$ cat src/rtl/immediate_encoder.sv
// Packs a two's-complement immediate into instruction bits [31:7] for the
// I/S/B/U/J formats, behind a single ready/valid output register stage.
module immediate_encoder (
    input  logic        clk,
    input  logic        rst,
    input  logic        inValid,
    output logic        inReady,
    input  logic [2:0]  immSrc,
    input  logic [31:0] imm,
    input  logic [24:0] base,
    output logic        outValid,
    input  logic        outReady,
    output logic [24:0] out,
    output logic        err,
    output logic [7:0]  errCount,
    output logic [15:0] encCount
);

    typedef enum logic [2:0] {
        FMT_I = 3'b000,
        FMT_S = 3'b001,
        FMT_B = 3'b010,
        FMT_U = 3'b011,
        FMT_J = 3'b100
    } fmt_t;

    fmt_t        fmt;
    logic        accept;
    logic        deliver;
    logic        fits_12;
    logic        fits_13;
    logic        fits_21;
    logic [24:0] enc_bits;
    logic        enc_err;

    assign fmt     = fmt_t'(immSrc);
    assign inReady = !outValid || outReady;
    assign accept  = inValid && inReady;
    assign deliver = outValid && outReady;

    // Upper bits must be pure sign extension of the top encodable bit.
    assign fits_12 = (&imm[31:11]) || !(|imm[31:11]);
    assign fits_13 = (&imm[31:12]) || !(|imm[31:12]);
    assign fits_21 = (&imm[31:20]) || !(|imm[31:20]);

    always_comb begin
        enc_bits = base;
        enc_err  = 1'b0;
        case (fmt)
            FMT_I: begin
                enc_err         = !fits_12;
                enc_bits[24:13] = imm[11:0];
            end
            FMT_S: begin
                enc_err         = !fits_12;
                enc_bits[24:18] = imm[11:5];
                enc_bits[4:0]   = imm[4:0];
            end
            FMT_B: begin
                enc_err         = !fits_13 || imm[0];
                enc_bits[24]    = imm[12];
                enc_bits[23:18] = imm[10:5];
                enc_bits[4:1]   = imm[4:1];
                enc_bits[0]     = imm[11];
            end
            FMT_U: begin
                enc_err        = |imm[11:0];
                enc_bits[24:5] = imm[31:12];
            end
            FMT_J: begin
                enc_err         = !fits_21 || imm[0];
                enc_bits[24]    = imm[20];
                enc_bits[23:14] = imm[10:1];
                enc_bits[13]    = imm[11];
                enc_bits[12:5]  = imm[19:12];
            end
            default: enc_err = 1'b1;
        endcase
        // Unencodable requests pass the non-immediate fields through untouched.
        if (enc_err) begin
            enc_bits = base;
        end
    end

    always_ff @(posedge clk) begin
        if (rst) begin
            outValid <= 1'b0;
            out      <= '0;
            err      <= 1'b0;
            errCount <= '0;
            encCount <= '0;
        end else begin
            if (deliver) begin
                encCount <= encCount + 16'd1;
                if (err && errCount != 8'hFF) begin
                    errCount <= errCount + 8'd1;
                end
            end
            if (accept) begin
                outValid <= 1'b1;
                out      <= enc_bits;
                err      <= enc_err;
            end else if (deliver) begin
                outValid <= 1'b0;
            end
        end
    end

endmodule

$ cat config.mk
export PLATFORM = sky130hd
export DESIGN_NAME = immediate_encoder
export DESIGN_NICKNAME = d
export VERILOG_FILES = /design/src/rtl/immediate_encoder.sv
export SDC_FILE = /design/constraint.sdc
export NUM_CORES = 1
export LEC_CHECK = 0
export ABC_AREA = 0
export CAP_MARGIN = 25
export CORE_ASPECT_RATIO = 0.75
export CORE_MARGIN = 2
export CORE_UTILIZATION = 35
export DETAILED_ROUTE_END_ITERATION = 10
export GPL_TIMING_DRIVEN = 0
export MAX_ROUTING_LAYER = met4
export PLACE_DENSITY = 0.78
export SLEW_MARGIN = 20
export SYNTH_ARGS = -nofsm -noshare
export SYNTH_HDL_FRONTEND = slang
export SYNTH_SLANG_ARGS = --single-unit
$ cat constraint.sdc
create_clock -name clk -period 2.4 [get_ports clk]
set_input_delay 0.24 -clock clk [delete_from_list [all_inputs] [get_ports clk]]
set_output_delay 0.24 -clock clk [all_outputs]
set_load 0.02 [all_outputs]
==> reports/results.ini, run 1 <==
[hold_path]
hp-start = imm[4]
hold_path.class = in -> reg
min_to = out[4]$_SDFFE_PP0P_
min_path_cells = 3

[timing]
max_freq_ghz = 0.418
period_needed_ns = 2.40
finClkSkew_ns = 0.0101
hold_slack_ns = 0.421
tightestPinTransition_ns = 0.575
hold_violations = 0
slew_viol_final = 0
rsz0062_at_grt = yes
setup-violations-final = 0
period_share_pct = 99.8
relSlewSlack_pct = 61.3

[detailed_routing]
wl_um = 10300
vias = 3379
drc = 0
ant_nets = 0
wl_per_cell_um = 17.2
drt_first_iter_violations = 246
drt_first_pass_iters = 6
viasPerCell = 5.67

[critical_path]
regToRegEndpoint = encCount[14]$_SDFFE_PP0P_
path_buf_inv = 2
critPathCaptureType = flip-flop
critical_path.startpoint_type = primary input
worstPathRequired_ns = 2.57
timing.rr.start = outValid$_SDFFE_PP0P_
cp_top_family = simple AND/OR/NAND/NOR gates
r2r_cells = 8
cpPeakStageDelay_ns = 0.50
crit_arrival_ns = 2.57
worstPathCellList = clkdlybuf4s50_1, nor4_4, and3_4, o211ai_1, buf_4, or2_2, a211oi_1, nor4_1
critPathKind = in -> reg
critPathMaxFanout = 4
rrSetupSlack_ns = 0.36
critPathSlowestCell = clkdlybuf4s50_1

[floorplanning]
core_mm2 = 0.00802
num_rows = 28
chipHeight_um = 83.5
die_x_um = 110
io_pins = 116
start_util_pct = 36.8
die_area_mm2 = 0.00919

[power]
p_int_mw = 1.46
p_seq_share_pct = 44.1
power.share.switching_pct = 29.3
power_density_mw_per_mm2 = 451
p_leak_nw = 1.63
clockPowerShare_pct = 29.9
combinationalPowerShare_pct = 26.0
p_sw_mw = 0.607
max-vdd-ir-drop_uv = 316

[clock_tree]
cts_root_buffer = clkbuf_8
cts_buffer_depth = 2
cts_sinks = 51
cts_tree = done
numCtsBuffers = 5
clk_latency_ns = 0.31
htree_levels = 2
clk_pin_slew_worst_paths_ns = 0.09

[logic_synthesis]
synth.area.mux_share_pct = 4.75
ys.flop_type = dfxtp_1
synthDistinctLibCells = 53
synth_compound_area_share_pct = 22.6
yosys.area.top_type = dfxtp_1
synth_xor_area_share_pct = 5.04
syn_area_mm2 = 0.00295
post_synth.cell_area_avg_um2 = 8.13
synth-simple-area-share_pct = 27.3
yosysTopAreaCellShare_pct = 34.6
synth_cells = 363
syn-num-nets = 429
synth_top_family_by_area = simple AND/OR/NAND/NOR gates
async_flop_share_pct = 0
synth_edf_count = 0
synth_fa_ha_area_share_pct = 0.848
synth.area.top_cells = dfxtp_1 35%, nor2_1 7.8%, a211oi_1 5.3%
ys_warn_count = 0
ys_seq_elements = 51
yosysSeqAreaShare_pct = 34.6

[grt]
track_usage_pct = 22.1
grt_pass1_wl_um = 15800
grt_overflow = 0
antenna_found_initial = 0
grt_pass1_vias = 3187
grt_max_degree = 18

[layout]
multiInputGateArea_mm2 = 0.00193
nFillCells = 731
nets = 556
area_delta_synth_final_pct = 55.7
seqCellArea_mm2 = 0.00102
drive_gt1_share_pct = 10.2
antenna_cells = 0
utilization_pct = 57.3

[outcome]
status = complete, no violations

[placement]
portBuffers = 115
gp_congestion = 0.974
hpwl_um = 7790

[flow_run]
maxCapViolations = 0

==> worst max-delay path by stage <==
stage / startpoint / depth (start not counted) / end / slack (ns)
2_1_floorplan: imm[30] / 7 / out[19]$_SDFFE_PP0P_ / 0.33
3_3_place_gp: imm[20] / 8 / out[16]$_SDFFE_PP0P_ / -0.86
3_5_place_dp: imm[20] / 8 / out[22]$_SDFFE_PP0P_ / -0.84
4_1_cts: imm[20] / 8 / out[24]$_SDFFE_PP0P_ / 0.03
5_1_grt: imm[6] / 8 / out[8]$_SDFFE_PP0P_ / -0.01
6_report: imm[24] / 8 / out[1]$_SDFFE_PP0P_ / 0.005
==> cells in the mapped netlist (all sizes together), types with 4 or more instances <==
library cell  number
o211ai            18
nor2              61
or3                7
nor4              15
nand2             12
xnor2              6
a21oi             16
inv                7
nor3               4
o311a              5
xor2              11
o22ai              7
a211oi            21
buf                7
nand3              9
nor2b              9
o21ai             12
mux2i             14
nand3b            12
nand4             14
dfxtp             51
clkbuf            13
==> per-layer routing <==
metal	vias to the layer above	global-route usage [%]	share of wire, %
li1	1597	-	-
met1	1608	30.6	46
met2	164	34.1	46
met3	10	3.59	7.9
met4	0	3.91	0.70
met5	-	-	0
==> power by group through the flow <==
stage                     combinational, mW  clock [mW]  sequential [mW]
after floorplan                       0.189           0            0.975
after global placement                0.491           0            0.931
after detailed placement              0.501           0            0.932
after CTS                             0.522       0.625            0.913
after global routing                  0.575       0.661            0.917
final                                 0.539       0.619            0.913
==> registers in the layout, indices dropped and copies added, names as in the netlist <==
| register | cells |
|---|---|
| encCount | 16 |
| err | 1 |
| errCount | 8 |
| out | 25 |
| outValid | 1 |
==> cell families (layout without fill, tap and decap cells) <==
kind of cell	count (synthesis)	after routing
AOI/OAI and AO/OA	93	93
xor gates and xnor gates	17	17
adders and majority gates	2	2
buffers and inverters	30	158
DFF	51	51
muxes	14	14
and+or+nand+nor	156	156
==> cells in the final DEF, fill, tap and decap left out, types with 8 or more instances in the layout <==
master and n:
clkdlybuf4s50_1 105, nor2_1 60, dfxtp_1 51, o211ai_1 18
a21oi_1 15, nand4_1 14, a211oi_1 14, mux2i_1 13
nand3b_1 12, nand2_1 12, o21ai_0 12, xor2_1 11
nor4_1 10, dlymetal6s2s_1 10, nand3_1 9, clkbuf_1 9
nor2b_1 8
==> worst reg2reg max path, stage by stage, from the launching register on <==
cell and delay (ns):
dfxtp_1 0.36, and2_1 0.13, clkbuf_1 0.28, nand2_1 0.13, or3_1 0.35, clkbuf_1 0.19, nor3_1 0.27, xnor2_1 0.16
nor2_1 0.06
==> repair_timing <==
action                     4_1_cts  5_1_grt
setup endpoints to repair       26       26
resized for setup               18       32
hold buffers                     0        0
setup buffers                    4        1
pin swaps                        3        9
==> per-stage QoR <==
step	cell area (um^2)	cells	total power, mW	TNS [ns]	worst slack, ns
global placement	4230	583	1.42	-17.11	-0.856
global route	4590	596	2.15	-0.0412	-0.0113
CTS	4480	595	2.06	0	0.0278
detailed placement	4230	583	1.43	-16.87	-0.844
finish	4590	596	2.07	0	0.00487
floorplan	2950	363	1.16	0	0.328
==> area by class of cell <==
type                       instances  area share, %
sequential                        51           22.2
timing repair buffer             120           26.7
multi-input combinational        282           42.1
clock inverter                     3           1.01
tap                              105           2.86
clock buffer                       5           1.50
buffer                            23           3.08
inverter                           7          0.572
(Power assumes the default switching activity.)
==> inputs of run 2 (changes only) <==
--- a/config.mk
+++ b/config.mk
@@ -10,4 +10,4 @@
 export CORE_ASPECT_RATIO = 0.75
-export CORE_MARGIN = 2
 export CORE_UTILIZATION = 35
+export CTS_CLUSTER_SIZE = 40
 export DETAILED_ROUTE_END_ITERATION = 10
==> constraint.sdc (replaced) <==
create_clock -name clk -period 2.4 [get_ports clk]
set_input_delay 0.48 -clock clk [delete_from_list [all_inputs] [get_ports clk]]
set_output_delay 0.48 -clock clk [all_outputs]
set_load 0.02 [all_outputs]
==> run 2 against run 1 <==
Against the previous run: via count is essentially flat; register-to-register slack improved by 0.13 ns; die area decreased by 4.2%; sequential power about the same; first-iteration DRC count fell by 2.4%; critical path depth unchanged; largest cell class unchanged.
==> reports/results.ini, run 2 (same netlist as run 1, synthesis figures left out) <==
[timing]
max_freq_ghz = 0.418
slew_viol_final = 0
period_share_pct = 99.7
hold_violations = 0
finClkSkew_ns = 0.00816
setup-violations-final = 0
period_needed_ns = 2.39
hold_slack_ns = 0.506
tightestPinTransition_ns = 0.521
relSlewSlack_pct = 65.3

[power]
p_total_mw = 1.98
p_seq_share_pct = 46.2
p_int_mw = 1.35
p_sw_mw = 0.621
combinationalPowerShare_pct = 27.8
clockPowerShare_pct = 26.1
power.share.switching_pct = 31.4
power_density_mw_per_mm2 = 424
p_leak_nw = 1.71
max-vdd-ir-drop_uv = 282

[critical_path]
critPathCaptureType = flip-flop
worstPathCellList = dlygate4sd2_1, nor4_2, nand4_1, a221o_2, a311oi_4, buf_12, mux2i_4, a211oi_2
worstPathRequired_ns = 2.59
critical_path.startpoint_type = primary input
critPathKind = in -> reg
critPathSlowestCell = a221o_2
cpPeakStageDelay_ns = 0.52
r2r_cells = 7
crit_arrival_ns = 2.58
critPathMaxFanout = 8

[detailed_routing]
met1_length_um = 4790
wl_met2_um = 4610
wl_per_cell_um = 17.3
viasPerCell = 5.59
ant_nets = 0
wl_um = 10500
wl_met3_um = 913
routed.top_layer = met4
drc = 0
vias = 3380
drt_first_pass_iters = 5
drt_first_iter_violations = 240

[floorplanning]
core_mm2 = 0.00802
die_x_um = 108
num_rows = 28
start_util_pct = 36.8
io_pins = 116
die_area_mm2 = 0.00881
chipHeight_um = 81.5

[grt]
antenna_found_initial = 0
grt_pass1_vias = 3165
grt_max_degree = 17
grt_pass1_wl_um = 15900
grt_overflow = 0
track_usage_pct = 24.1

[layout]
nets = 565
stdcell_count = 605
drive_gt1_share_pct = 14.4
area_delta_synth_final_pct = 57.8
largest-register = out
largestRegisters = out x25, encCount x16, errCount x8
utilization_pct = 58.0
nFillCells = 706
mostFrequentLayoutCells = 81 x clkdlybuf4s50_1, 59 x nor2_1, 51 x dfxtp_1
layout_commonest_cell = clkdlybuf4s50_1
largest_reg_flops = 25
antenna_cells = 0

[clock_tree]
clk_pin_slew_worst_paths_ns = 0.09
numCtsBuffers = 5
cts_buffer_depth = 2
cts_tree = done
htree_levels = 2
clk_latency_ns = 0.31
cts_root_buffer = clkbuf_8
cts_sinks = 51

[hold_path]
hold_path.class = reg -> reg
min_path_cells = 2

[placement]
place_inst = 583
hpwl_um = 7830
gp_congestion = 0.943
portBuffers = 115

[outcome]
status = complete, no violations

[flow_run]
maxCapViolations = 0

## run 2: cell types whose count changed in the layout (fill, tap and decap cells not counted), sizes merged
cell / delta
dlygate4sd2: +20
clkbuf: +6
dlymetal6s2s: -1
buf: +8
clkdlybuf4s50: -24
bufinv: -1
clkinvlp: -1
clkinv: +2
## run 2: critical path, delay by kind of cell
family	cells	cell delay [ns]
AOI/OAI and AO/OA	3	0.88
muxes	1	0.23
and+or+nand+nor	2	0.50
buffers and inverters	2	0.48
## run 2: worst paths after layout
path | from | endpoint | slack, ns
setup reg to reg | outValid$_SDFFE_PP0P_ | encCount[14]$_SDFFE_PP0P_ | 0.49
setup / recovery | imm[4] | out[9]$_SDFFE_PP0P_ | 0.007
hold reg to reg | out[0]$_SDFFE_PP0P_ | out[0]$_SDFFE_PP0P_ | 0.51
hold / removal | out[0]$_SDFFE_PP0P_ | out[0]$_SDFFE_PP0P_ | 0.51
## run 2: layout make-up
| type | instances | area [um^2] | share of cell area (%) |
|---|---|---|---|
| Buffer | 22 | 146 | 3.14 |
| Sequential cell | 51 | 1020 | 21.9 |
| Inverter | 7 | 26.3 | 0.564 |
| Multi-Input combinational cell | 282 | 1990 | 42.7 |
| Tap cell | 105 | 131 | 2.82 |
| Clock inverter | 3 | 18.8 | 0.403 |
| Timing Repair Buffer | 130 | 1250 | 26.9 |
| Clock buffer | 5 | 68.8 | 1.48 |
## run 2: stage by stage
stage | area, um^2 | setup slack (ns) | TNS (ns)
global route | 4660 | -0.0745 | -0.888
floorplan | 2950 | 0.0876 | 0
detailed placement | 4230 | -1.06 | -23.68
global placement | 4230 | -1.07 | -23.41
finish | 4660 | 0.00690 | 0
CTS | 4570 | 0.000932 | 0
## run 2: layer usage
| metal | global-route usage, % | up-vias |
|---|---|---|
| met5 | - | - |
| met4 | 6.85 | 0 |
| met3 | 5.79 | 18 |
| met2 | 36.8 | 163 |
| met1 | 31.8 | 1581 |
| li1 | - | 1618 |
## run 2: power groups by stage
stage | registers [mW] | logic (mW) | clock network [mW]
after global placement | 0.930 | 0.493 | 0
final | 0.912 | 0.549 | 0.515
after detailed placement | 0.931 | 0.499 | 0
after floorplan | 0.975 | 0.189 | 0
after CTS | 0.912 | 0.532 | 0.523
after global routing | 0.917 | 0.585 | 0.557
## run 2: timing repair
item,in CTS,in global routing
pin swaps,15,12
cloned,2,0
gates resized for setup,59,35
buffers inserted,11,2
hold buffers,0,0
setup endpoints to repair,26,30
==> inputs of run 3 (changes only) <==
TNS_END_PERCENT = 20   (was unset)
==> run 3 against run 2 <==
Against the previous run: first-iteration DRC count shrank 2.5%; critical path depth is the same; sequential share of layout area is 0.071 points higher; clock power about the same; clock-buffer cell count unchanged; critical endpoint unchanged; combinational power about the same.
==> reports/results.ini, run 3 (same netlist as run 1, synthesis figures left out) <==
[outcome]
status = complete, no violations

[timing]
slew_viol_final = 0
hold_violations = 0
relSlewSlack_pct = 63.6
rsz0062_at_grt = yes
finClkSkew_ns = 0.00799
tightestPinTransition_ns = 0.543
period_share_pct = 98.4
setup-violations-final = 0
hold_slack_ns = 0.506
max_freq_ghz = 0.423
period_needed_ns = 2.36
setup_ws_ns = 0.0381
fin_tns_setup_ns = 0

[floorplanning]
num_rows = 28
core_mm2 = 0.00802
io_pins = 116
chipHeight_um = 81.5
start_util_pct = 36.8
die_x_um = 108
die_area_mm2 = 0.00881

[critical_path]
worstPathCellList = dlygate4sd2_1, nor4_2, nand4_1, a221o_2, a311oi_4, buf_12, mux2i_4, a211oi_2
critPathCaptureType = flip-flop
crit_arrival_ns = 2.55
critPathSlowestCell = a221o_2
cpPeakStageDelay_ns = 0.51
critPathMaxFanout = 8
critical_path.startpoint_type = primary input
regToRegEndpoint = encCount[14]$_SDFFE_PP0P_
critPathKind = in -> reg
path_buf_inv = 2
cp_top_family = compound AO/OA/AOI/OAI gates
r2r_cells = 7
timing.rr.start = outValid$_SDFFE_PP0P_
worstPathRequired_ns = 2.59
rrSetupSlack_ns = 0.49

[placement]
hpwl_um = 7830
portBuffers = 115
place_inst = 583
gp_congestion = 0.943
placed_cell_area_mm2 = 0.00423
place_ws_ns = -1.06

[grt]
grt_pass1_wl_um = 15900
grt_max_degree = 17
track_usage_pct = 24.1
antenna_found_initial = 0
grt_pass1_vias = 3165
grt_overflow = 0

[layout]
antenna_cells = 0
design_area_mm2 = 0.00464
mostFrequentLayoutCells = 81 x clkdlybuf4s50_1, 59 x nor2_1, 51 x dfxtp_1
layout_commonest_cell = clkdlybuf4s50_1
nFillCells = 706
multiInputGateArea_mm2 = 0.00199
nets = 563
largest_reg_flops = 25
utilization_pct = 57.9
stdcell_count = 603
seqCellArea_mm2 = 0.00102
largest-register = out
area_delta_synth_final_pct = 57.3
drive_gt1_share_pct = 14.1
largestRegisters = out x25, encCount x16, errCount x8

[detailed_routing]
routed.top_layer = met4
wl_um = 10400
wl_met3_um = 889
drt_first_pass_iters = 5
wl_per_cell_um = 17.2
met1_length_um = 4810
vias = 3371
wl_met2_um = 4520
drc = 0
viasPerCell = 5.59
ant_nets = 0
drt_first_iter_violations = 234

[power]
p_total_mw = 1.97
power_density_mw_per_mm2 = 425
max-vdd-ir-drop_uv = 279
p_leak_nw = 1.70

[hold_path]
min_path_cells = 2
hold_path.class = reg -> reg
min_to = out[0]$_SDFFE_PP0P_
hp-start = out[0]$_SDFFE_PP0P_

[clock_tree]
clk_latency_ns = 0.31
cts_sinks = 51
numCtsBuffers = 5
cts_root_buffer = clkbuf_8
cts_tree = done
cts_buffer_depth = 2
htree_levels = 2
clk_pin_slew_worst_paths_ns = 0.09

[flow_run]
maxCapViolations = 0

## run 3: cell type report
cell class                 instances  share of cell area, %
tap                              105                   2.83
clock inverter                     3                  0.404
clock buffer                       5                   1.48
timing repair buffer             128                   26.7
multi-input combinational        282                   42.9
buffer                            22                   3.15
sequential                        51                   22.0
inverter                           7                  0.566
## run 3: what timing repair did
| item | 4_1_cts | 5_1_grt |
|---|---|---|
| gates cloned | 2 | 0 |
| hold endpoints to repair | 0 | 0 |
| buffers inserted | 11 | 0 |
| pin swaps | 15 | 11 |
| resized for setup | 59 | 35 |
| setup endpoints to repair | 26 | 30 |
| hold buffers | 0 | 0 |
## run 3: worst max-delay path by stage
stage	startpoint	end	slack [ns]	cells past startpoint
after global placement	imm[20]	out[22]$_SDFFE_PP0P_	-1.07	8
final	imm[4]	out[9]$_SDFFE_PP0P_	0.04	8
after global routing	imm[4]	out[10]$_SDFFE_PP0P_	-0.07	8
after CTS	imm[8]	out[9]$_SDFFE_PP0P_	0.0009	8
after detailed placement	imm[20]	out[24]$_SDFFE_PP0P_	-1.06	8
after floorplan	imm[30]	out[19]$_SDFFE_PP0P_	0.09	7
## run 3: per-layer routing
layer  vias to the layer above  track usage [%]
met5                         -                -
met2                       158             36.8
li1                       1615                -
met1                      1580             31.8
met3                        18             5.79
met4                         0             6.85
## run 3: where the power goes
| group | internal, mW | switching, mW |
|---|---|---|
| clock network | 0.206 | 0.306 |
| logic | 0.262 | 0.286 |
| registers | 0.886 | 0.0264 |
## run 3: worst reg2reg max path: stages, from the launching register on
cell and delay [ns]:
dfxtp_1 0.37, and2_1 0.28, nand2_1 0.13, or3_1 0.35
clkbuf_1 0.18, nor3_1 0.26, xnor2_1 0.15, nor2_1 0.07
